<file path="config.mk">
export PLATFORM = sky130hd
export DESIGN_NAME = intersection_sched
export DESIGN_NICKNAME = d
export VERILOG_FILES = /design/src/rtl/intersection_sched.sv
export SDC_FILE = /design/constraint.sdc
export NUM_CORES = 1
export LEC_CHECK = 0
export CORE_ASPECT_RATIO = 0.6
export CORE_MARGIN = 3
export CORE_UTILIZATION = 50
export DETAILED_ROUTE_END_ITERATION = 8
export PLACE_DENSITY = 0.73
export REMOVE_ABC_BUFFERS = 1
export SLEW_MARGIN = 20
export SYNTH_ARGS = -nofsm -noshare
export SYNTH_HDL_FRONTEND = slang
export SYNTH_SLANG_ARGS = --single-unit
</file>
<file path="constraint.sdc">
create_clock -name clk -period 2.3 [get_ports clk]
set_input_delay 0.23 -clock clk [delete_from_list [all_inputs] [get_ports clk]]
set_output_delay 0.23 -clock clk [all_outputs]
set_load 0.01 [all_outputs]
</file>
<file path="src/rtl/intersection_sched.sv">
// Two-approach traffic intersection scheduler: alternating NS/EW right-of-way
// with pedestrian walk, emergency preemption and power-outage flash, timed by pulse_1s.
module intersection_sched #(
  parameter int GREEN_MIN = 5,
  parameter int GREEN_MAX = 15,
  parameter int YELLOW_T  = 3,
  parameter int ALLRED_T  = 2,
  parameter int PED_WALK  = 7
) (
  input  logic       clk,
  input  logic       reset_n,
  input  logic       pulse_1s,
  input  logic       req_ns,
  input  logic       req_ew,
  input  logic       ped_req_ns,
  input  logic       ped_req_ew,
  input  logic       nmi_preempt,
  input  logic       preempt_dir,
  input  logic       nmi_power_outage,
  output logic       ns_green,
  output logic       ns_yellow,
  output logic       ns_red,
  output logic       ew_green,
  output logic       ew_yellow,
  output logic       ew_red,
  output logic       walk_ns,
  output logic       walk_ew,
  output logic       ped_pend_ns,
  output logic       ped_pend_ew,
  output logic [2:0] dbg_state_o
);

  localparam logic [2:0] S_RESET  = 3'd0;
  localparam logic [2:0] S_ALLRED = 3'd1;
  localparam logic [2:0] S_GREEN  = 3'd2;
  localparam logic [2:0] S_YELLOW = 3'd3;
  localparam logic [2:0] S_FLASH  = 3'd4;

  localparam logic [4:0] YEL_LD  = 5'(YELLOW_T - 1);
  localparam logic [4:0] AR_LD   = 5'(ALLRED_T - 1);
  localparam logic [4:0] WALK_LD = 5'(PED_WALK);

  logic [2:0] state_q, state_d;
  logic       dir_q, dir_d;
  logic       next_dir_q, next_dir_d;
  logic [4:0] timer_q, timer_d;
  logic [4:0] green_cnt_q, green_cnt_d;
  logic [4:0] walk_cnt_q, walk_cnt_d;
  logic       flash_togl_q, flash_togl_d;
  logic [1:0] pend_q, pend_d, pend_clr;
  logic [7:0] lamp_d;

  logic [5:0] elapsed;
  logic       other_dem, own_req, exit_ok;

  // elapsed counts the current pulse, so it is the number of pulses since green entry
  assign elapsed   = {1'b0, green_cnt_q} + 6'd1;
  assign other_dem = dir_q ? (req_ns | pend_q[0]) : (req_ew | pend_q[1]);
  assign own_req   = dir_q ? req_ew : req_ns;
  assign exit_ok   = (walk_cnt_q <= 5'd1) && other_dem && (elapsed >= 6'(GREEN_MIN)) &&
                     (!own_req || (elapsed >= 6'(GREEN_MAX)));

  always_comb begin
    state_d      = state_q;
    dir_d        = dir_q;
    next_dir_d   = next_dir_q;
    timer_d      = timer_q;
    green_cnt_d  = green_cnt_q;
    walk_cnt_d   = walk_cnt_q;
    flash_togl_d = flash_togl_q;
    pend_clr     = 2'b00;
    if (pulse_1s) begin
      flash_togl_d = ~flash_togl_q;
      if (timer_q != 5'd0) timer_d = timer_q - 5'd1;
      if (nmi_power_outage) begin
        state_d = S_FLASH;
      end else begin
        case (state_q)
          S_RESET: begin
            state_d    = S_ALLRED;
            next_dir_d = 1'b0;
            timer_d    = AR_LD;
          end
          S_ALLRED: begin
            if (timer_q == 5'd0) begin
              state_d          = S_GREEN;
              dir_d            = nmi_preempt ? preempt_dir : next_dir_q;
              green_cnt_d      = 5'd0;
              walk_cnt_d       = pend_q[dir_d] ? WALK_LD : 5'd0;
              pend_clr[dir_d]  = 1'b1;
            end
          end
          S_GREEN: begin
            green_cnt_d = (green_cnt_q == 5'd31) ? green_cnt_q : green_cnt_q + 5'd1;
            if (walk_cnt_q != 5'd0) walk_cnt_d = walk_cnt_q - 5'd1;
            if (nmi_preempt) begin
              // preemption toward the served approach simply holds green
              if (preempt_dir != dir_q) begin
                state_d    = S_YELLOW;
                timer_d    = YEL_LD;
                walk_cnt_d = 5'd0;
              end
            end else if (exit_ok) begin
              state_d = S_YELLOW;
              timer_d = YEL_LD;
            end
          end
          S_YELLOW: begin
            if (timer_q == 5'd0) begin
              state_d    = S_ALLRED;
              next_dir_d = ~dir_q;
              timer_d    = AR_LD;
            end
          end
          S_FLASH: begin
            state_d    = S_ALLRED;
            next_dir_d = 1'b0;
            timer_d    = AR_LD;
          end
          default: state_d = S_RESET;
        endcase
      end
    end
  end

  // a button press on the same clk as the green-entry clear keeps the request
  assign pend_d = (pend_q & ~pend_clr) | {ped_req_ew, ped_req_ns};

  // lamp order: ns_g, ns_y, ns_r, ew_g, ew_y, ew_r, walk_ns, walk_ew
  always_comb begin
    lamp_d = 8'b0;
    case (state_q)
      S_ALLRED: lamp_d = 8'b0010_0100;
      S_GREEN:  lamp_d = dir_q ? {6'b001_100, 1'b0, walk_cnt_q != 5'd0}
                               : {6'b100_001, walk_cnt_q != 5'd0, 1'b0};
      S_YELLOW: lamp_d = dir_q ? 8'b0010_1000 : 8'b0100_0100;
      S_FLASH:  lamp_d = {2'b00, flash_togl_q, 2'b00, flash_togl_q, 2'b00};
      default:  lamp_d = 8'b0;
    endcase
  end

  always_ff @(posedge clk or negedge reset_n) begin
    if (!reset_n) begin
      state_q      <= S_RESET;
      dir_q        <= 1'b0;
      next_dir_q   <= 1'b0;
      timer_q      <= 5'd0;
      green_cnt_q  <= 5'd0;
      walk_cnt_q   <= 5'd0;
      flash_togl_q <= 1'b0;
      pend_q       <= 2'b00;
      {ns_green, ns_yellow, ns_red, ew_green, ew_yellow, ew_red, walk_ns, walk_ew} <= 8'b0;
    end else begin
      state_q      <= state_d;
      dir_q        <= dir_d;
      next_dir_q   <= next_dir_d;
      timer_q      <= timer_d;
      green_cnt_q  <= green_cnt_d;
      walk_cnt_q   <= walk_cnt_d;
      flash_togl_q <= flash_togl_d;
      pend_q       <= pend_d;
      {ns_green, ns_yellow, ns_red, ew_green, ew_yellow, ew_red, walk_ns, walk_ew} <= lamp_d;
    end
  end

  assign ped_pend_ns = pend_q[0];
  assign ped_pend_ew = pend_q[1];
  assign dbg_state_o = state_q;

endmodule

</file>
* Word level (Yosys, flattened, before mapping)
Cells that the tools add are included.
Cells by class: add/sub/neg operators 4, order comparisons 5, equality and inequality tests 13, muxes and demuxes 39, bitwise gates (word level) 8, reductions and logical operators 18
Operators by type and width (number):
- 5-bit 2-to-1 mux | 12
- 8-bit case mux with 4 select lines | 1
- 3-bit 2-to-1 mux | 7
- 5-bit case mux with 2 select lines | 2
- 5-bit case mux with 3 select lines | 1
- 3-bit case mux with 4 select lines | 1
- 4-bit AND reduction | 3
- 5-bit AND reduction | 2
- 5-bit nonzero test | 2
- 5-bit by 1-bit subtractor with 5-bit output, second input constant | 2
- 2-bit 2-to-1 mux | 4
- 8-bit 2-to-1 mux | 1
- 4-bit inequality test, second input constant | 2
- 1-bit 2-to-1 mux | 7
- 7-bit 2-to-1 mux | 1
- 5-bit by 1-bit adder with 6-bit output, second input constant | 1
- 3-bit by 2-bit == test with 1-bit output, second input constant | 2
- 6-bit by 3-bit greater-or-equal comparator with 1-bit output, second input constant | 1
- 6-bit by 4-bit greater-or-equal comparator with 1-bit output, second input constant | 1
- 2-bit inequality test, second input constant | 3
- 3-bit inequality test, second input constant | 2
- 5-bit by 1-bit adder with 5-bit output, second input constant | 1
- 5-bit == test, second input constant | 1
- 5-bit by 1-bit less-or-equal comparator with 1-bit output, second input constant | 1
- 19 further kinds | 26
Storage, ports and cells: register bits after elaboration 31, bits of input ports 10, output and inout port bits 13, word-level logic and storage cells 103

* Longest topological paths before layout
depth in word-level cells 12, gate-level depth with buffers 10, mapped depth without buffers 10

* Worst setup path after synthesis
No wires, ideal clock.
path kind register to register, start register green_cnt_q[0], end register timer_q[4], setup time 0.110 ns, data arrival time 1.891 ns, data required time 2.190 ns, path slack 0.299 ns, cell stages (with the launch flop) 9, path buffers 0, period minus slack after synthesis 2.001 ns, path through dfrtp_1 -> ha_1 -> and3_1 -> ha_1 -> a31oi_1 -> o31ai_1 -> o21ai_1 -> nand2_1 -> o41ai_1
On the way: cells in the longest elaborated chain, start to end 8, elaborated cells between the ends (all ways) 10, those cells by class add/sub (1); order compare (2); mux (4); reduce/logical (3)
RTL lines:
- start, declared | line 47 | logic [4:0] green_cnt_q, green_cnt_d;
- start signal, assigned | line 158 | green_cnt_q <= green_cnt_d;
- 5-bit by 1-bit adder with 6-bit output * | line 57 | assign elapsed = {1'b0, green_cnt_q} + 6'd1;
- 6-bit by 3-bit greater-or-equal comparator with 1-bit output or 6-bit by 4-bit greater-or-equal comparator with 1-bit output (tied branches) | line 60, 61
- 1-bit logical AND or 1-bit logical OR (tied branches) | line 60, 61
- 1-bit logical AND * | line 60 | assign exit_ok = (walk_cnt_q <= 5'd1) && other_dem && (elapsed >= 6'(GREEN_MIN)) &&
- 5-bit 2-to-1 mux * | line 103 | end else if (exit_ok) begin
- 5-bit 2-to-1 mux * | line 96 | if (nmi_preempt) begin
- 5-bit case mux with 3 select lines * | line 78 | case (state_q)
- 5-bit 2-to-1 mux * | line 75 | if (nmi_power_outage) begin
- end signal, assigned | line 157 | timer_q <= timer_d;
- end, declared | line 46 | logic [4:0] timer_q, timer_d;
Mark *: on every way between the ends. The rest lies on a longest branch, timed or not. A chain may end at the register's enable or synchronous reset.

* Worst setup path in the final report
Same ends and word-level chain as after synthesis.

==> impl_metrics.sql <==
INSERT INTO impl_metrics (metric_group, metric, value, unit) VALUES
('yosys', 'synth_async_sr_flop_share', '1.00', ''),
('timing', 'slew_viol_final', '0', ''),
('yosys', 'synth_fa_ha_area_frac', '0.0588', ''),
('timing', 'timing.final.hold_violations', '0', ''),
('layout', 'final_common_cell', 'sky130_fd_sc_hd__dfrtp_1', ''),
('layout', 'final_net_count', '267', ''),
('yosys', 'synth_edf_count', '0', ''),
('grt', 'global_route.overflow_total', '0', ''),
('yosys', 'ys.warnings.count', '0', ''),
('pwr', 'p_seq_frac', '0.416', ''),
('timing', 'final_critical_path_setup_slack', '0.109', 'ns'),
('yosys', 'synth.lib_cells_used.distinct', '48', ''),
('cts', 'clock-sinks', '31', ''),
('pwr', 'p_leak', '0.994', 'nW'),
('placement', 'io_buffers', '22', ''),
('yosys', 'post_synth_mux_area_share', '0.0222', ''),
('pwr', 'power_frac_comb', '0.343', ''),
('grt', 'global_route.usage.total', '0.208', ''),
('grt', 'grt_pass1_vias', '1563', ''),
('yosys', 'post_synth_and_or_nand_nor_area_fraction', '0.237', ''),
('die', 'floorplan.io_pins', '23', ''),
('cts', 'clock_pin_slew_of_the_registers_on_the_worst_case_setup_and_hold_paths', '0.07', 'ns'),
('yosys', 'synth_sequential_area_ratio', '0.405', ''),
('layout', 'antenna-diode-count', '0', ''),
('timing', 'max_freq', '0.457', 'GHz'),
('layout', 'area_delta_synth_final', '21.5', '%'),
('worst_setup_path', 'r2r_setup_slack', '0.11', 'ns'),
('placement', 'pre_cts_ws', '0.0821', 'ns'),
('cts', 'holdBufCountCts', '0', ''),
('routing', 'finalWirelength', '4240', 'µm'),
('timing', 'finalClockSkew', '0.00393', 'ns'),
('status', 'run_status', 'complete, no violations', ''),
('placement', 'gp_routability_congestion', '0.865', ''),
('grt', 'grt_pass1_wl', '7350', 'µm'),
('layout', 'number_of_fill_cells_in_the_layout', '275', ''),
('placement', 'placedCellCount', '285', ''),
('timing', 'final.period_utilization', '0.952', ''),
('pwr', 'clock_power_share', '0.241', ''),
('timing', 'final.hold.worst_slack', '0.346', 'ns'),
('routing', 'wire_per_inst', '14.5', 'µm'),
('timing', 'rsz0062_at_grt', 'false', ''),
('grt', 'grt_antenna_before_repair', '0', ''),
('die', 'core-area', '3460', 'µm²'),
('die', 'floorplan.die_area', '4630', 'µm²'),
('die', 'fp.dieW', '85.9', 'µm'),
('worst_hold_path', 'path_class_of_the_lowest_slack_min_delay_path', 'in2async', ''),
('die', 'die_y', '53.9', 'µm'),
('timing', 'setup-violations-final', '0', ''),
('pwr', 'worst_ir_drop_on_vdd', '0.454', 'mV'),
('pwr', 'swShare', '0.354', ''),
('worst_setup_path', 'required_time_at_the_worst_slack_endpoint', '2.47', 'ns'),
('timing', 'worst_slew_pin_slew', '0.528', 'ns'),
('yosys', 'netlist_instances', '216', ''),
('die', 'initial_utilization', '0.553', ''),
('routing', 'first_iter_violations', '136', ''),
('cts', 'tritoncts.num_buffers', '5', ''),
('timing', 'timing.setup.tns', '0', 'ns'),
('worst_setup_path', 'critPathLaunchType', 'flop', ''),
('routing', 'antenna_violating_nets_post_route', '0', ''),
('layout', 'share_of_layout_cells_above_drive_strength_1', '0.125', ''),
('placement', 'dp_hpwl', '3220', 'µm'),
('pwr', 'internal_power_summed_over_all_cells', '1.15', 'mW'),
('cts', 'max-clock-path-buffers', '2', ''),
('worst_setup_path', 'worstSetupPathType', 'reg2reg', ''),
('worst_setup_path', 'worst_ep_arrival_time', '2.36', 'ns'),
('job', 'cap_violations', '0', ''),
('layout', 'final_cell_count_no_fill', '293', ''),
('worst_setup_path', 'critical_path.max_fanout', '9', ''),
('routing', 'drt-pass1-iter-count', '5', ''),
('cts', 'h-tree-depth', '2', ''),
('timing', 'timing.slew.headroom', '0.645', '');
## critical path, cell delays in order (launching register included)
cell                      delay, ns
sky130_fd_sc_hd__dfrtp_1       0.46
sky130_fd_sc_hd__ha_2          0.26
sky130_fd_sc_hd__and3_1        0.19
sky130_fd_sc_hd__ha_1          0.28
sky130_fd_sc_hd__a31oi_1       0.15
sky130_fd_sc_hd__o31ai_1       0.11
sky130_fd_sc_hd__o21ai_1       0.23
sky130_fd_sc_hd__nand2_1       0.15
sky130_fd_sc_hd__o41ai_1       0.25
## Yosys cell counts (2+ instances only)
cell type	n	share of area
sky130_fd_sc_hd__dfrtp_1	31	0.41
sky130_fd_sc_hd__nor2_1	22	0.043
sky130_fd_sc_hd__nand2_1	19	0.037
sky130_fd_sc_hd__o21ai_0	17	0.044
sky130_fd_sc_hd__a21oi_1	12	0.031
sky130_fd_sc_hd__inv_1	10	0.020
sky130_fd_sc_hd__ha_1	9	0.059
sky130_fd_sc_hd__o21ai_1	8	0.021
sky130_fd_sc_hd__clkbuf_1	7	0.014
sky130_fd_sc_hd__nor3_1	7	0.018
sky130_fd_sc_hd__and3_1	6	0.020
sky130_fd_sc_hd__nand2b_1	6	0.020
sky130_fd_sc_hd__a21o_1	5	0.020
sky130_fd_sc_hd__nor2b_1	5	0.016
sky130_fd_sc_hd__o31ai_1	5	0.020
sky130_fd_sc_hd__o22ai_1	4	0.013
sky130_fd_sc_hd__a31oi_1	3	0.0098
sky130_fd_sc_hd__a211oi_1	2	0.0078
sky130_fd_sc_hd__and2_1	2	0.0065
sky130_fd_sc_hd__mux2_2	2	0.012
sky130_fd_sc_hd__mux2i_1	2	0.010
sky130_fd_sc_hd__nand3_1	2	0.0052
sky130_fd_sc_hd__nor3b_1	2	0.0078
sky130_fd_sc_hd__nor4_1	2	0.0065
sky130_fd_sc_hd__o41ai_1	2	0.0092
sky130_fd_sc_hd__xor2_1	2	0.0092
## flip-flops by register name, indices dropped and copies added, names as in the netlist, 2 cells and up
register and cells:
timer_q 5, dbg_state_o 3, pend_q 2, green_cnt_q 5, walk_cnt_q 5
## power by group through the flow
stage	clock network (mW)	registers, mW	logic (mW)
finish	0.428	0.738	0.608
CTS	0.439	0.736	0.604
global route	0.461	0.753	0.695
detailed placement	0	0.745	0.601
global placement	0	0.741	0.581
floorplan	0	0.757	0.364
## final timing paths
kind                                      from             end  depth (start not counted)
worst max-delay path            green_cnt_q[0]      timer_q[4]                          8
worst min-delay path                   reset_n    flash_togl_q                          2
worst max register to register  green_cnt_q[0]      timer_q[4]                          8
worst min register to register   walk_cnt_q[4]   walk_cnt_q[4]                          1
max in group asynchronous              reset_n  green_cnt_q[0]                          2
min in group clk                 walk_cnt_q[4]   walk_cnt_q[4]                          1
## through the flow
stage                     cell area [µm²]   util
final                                2330  0.672
after floorplan                      1870      -
after global routing                 2330  0.672
after detailed placement             2230  0.643
after global placement               2230  0.643
after CTS                            2320  0.669
## layer usage
metal	wire, µm	share of wire	GRT usage
met1	2040	0.48	0.302
met2	1780	0.42	0.322
met3	394	0.093	0.0459
met4	26	0.0061	0.0421
met5	0	0	0
## layout make-up
| cell class | instances | area (µm²) | area share |
|---|---|---|---|
| Inverter | 11 | 43.8 | 0.0188 |
| Clock buffer | 6 | 82.6 | 0.0355 |
| Multi-Input combinational cell | 165 | 1050 | 0.452 |
| Sequential cell | 31 | 776 | 0.334 |
| Clock inverter | 1 | 5.00 | 0.00215 |
| Timing Repair Buffer | 34 | 310 | 0.133 |
| Tap cell | 45 | 56.3 | 0.0242 |
## logic make-up (layout without fill, tap and decap cells)
family,Yosys count,count (layout)
and+or+nand+nor,83,83
AOI/OAI and AO/OA,67,67
DFF,31,31
buffers and inverters,20,52
adders and majority gates,9,9
muxes,4,4
xor gates and xnor gates,2,2
## what timing repair did
item / CTS / global route
resized for setup: 0 / 1
setup endpoints to repair: 0 / 4
setup buffers: 0 / 1
Note: power is estimated with default switching activity, not from simulation.
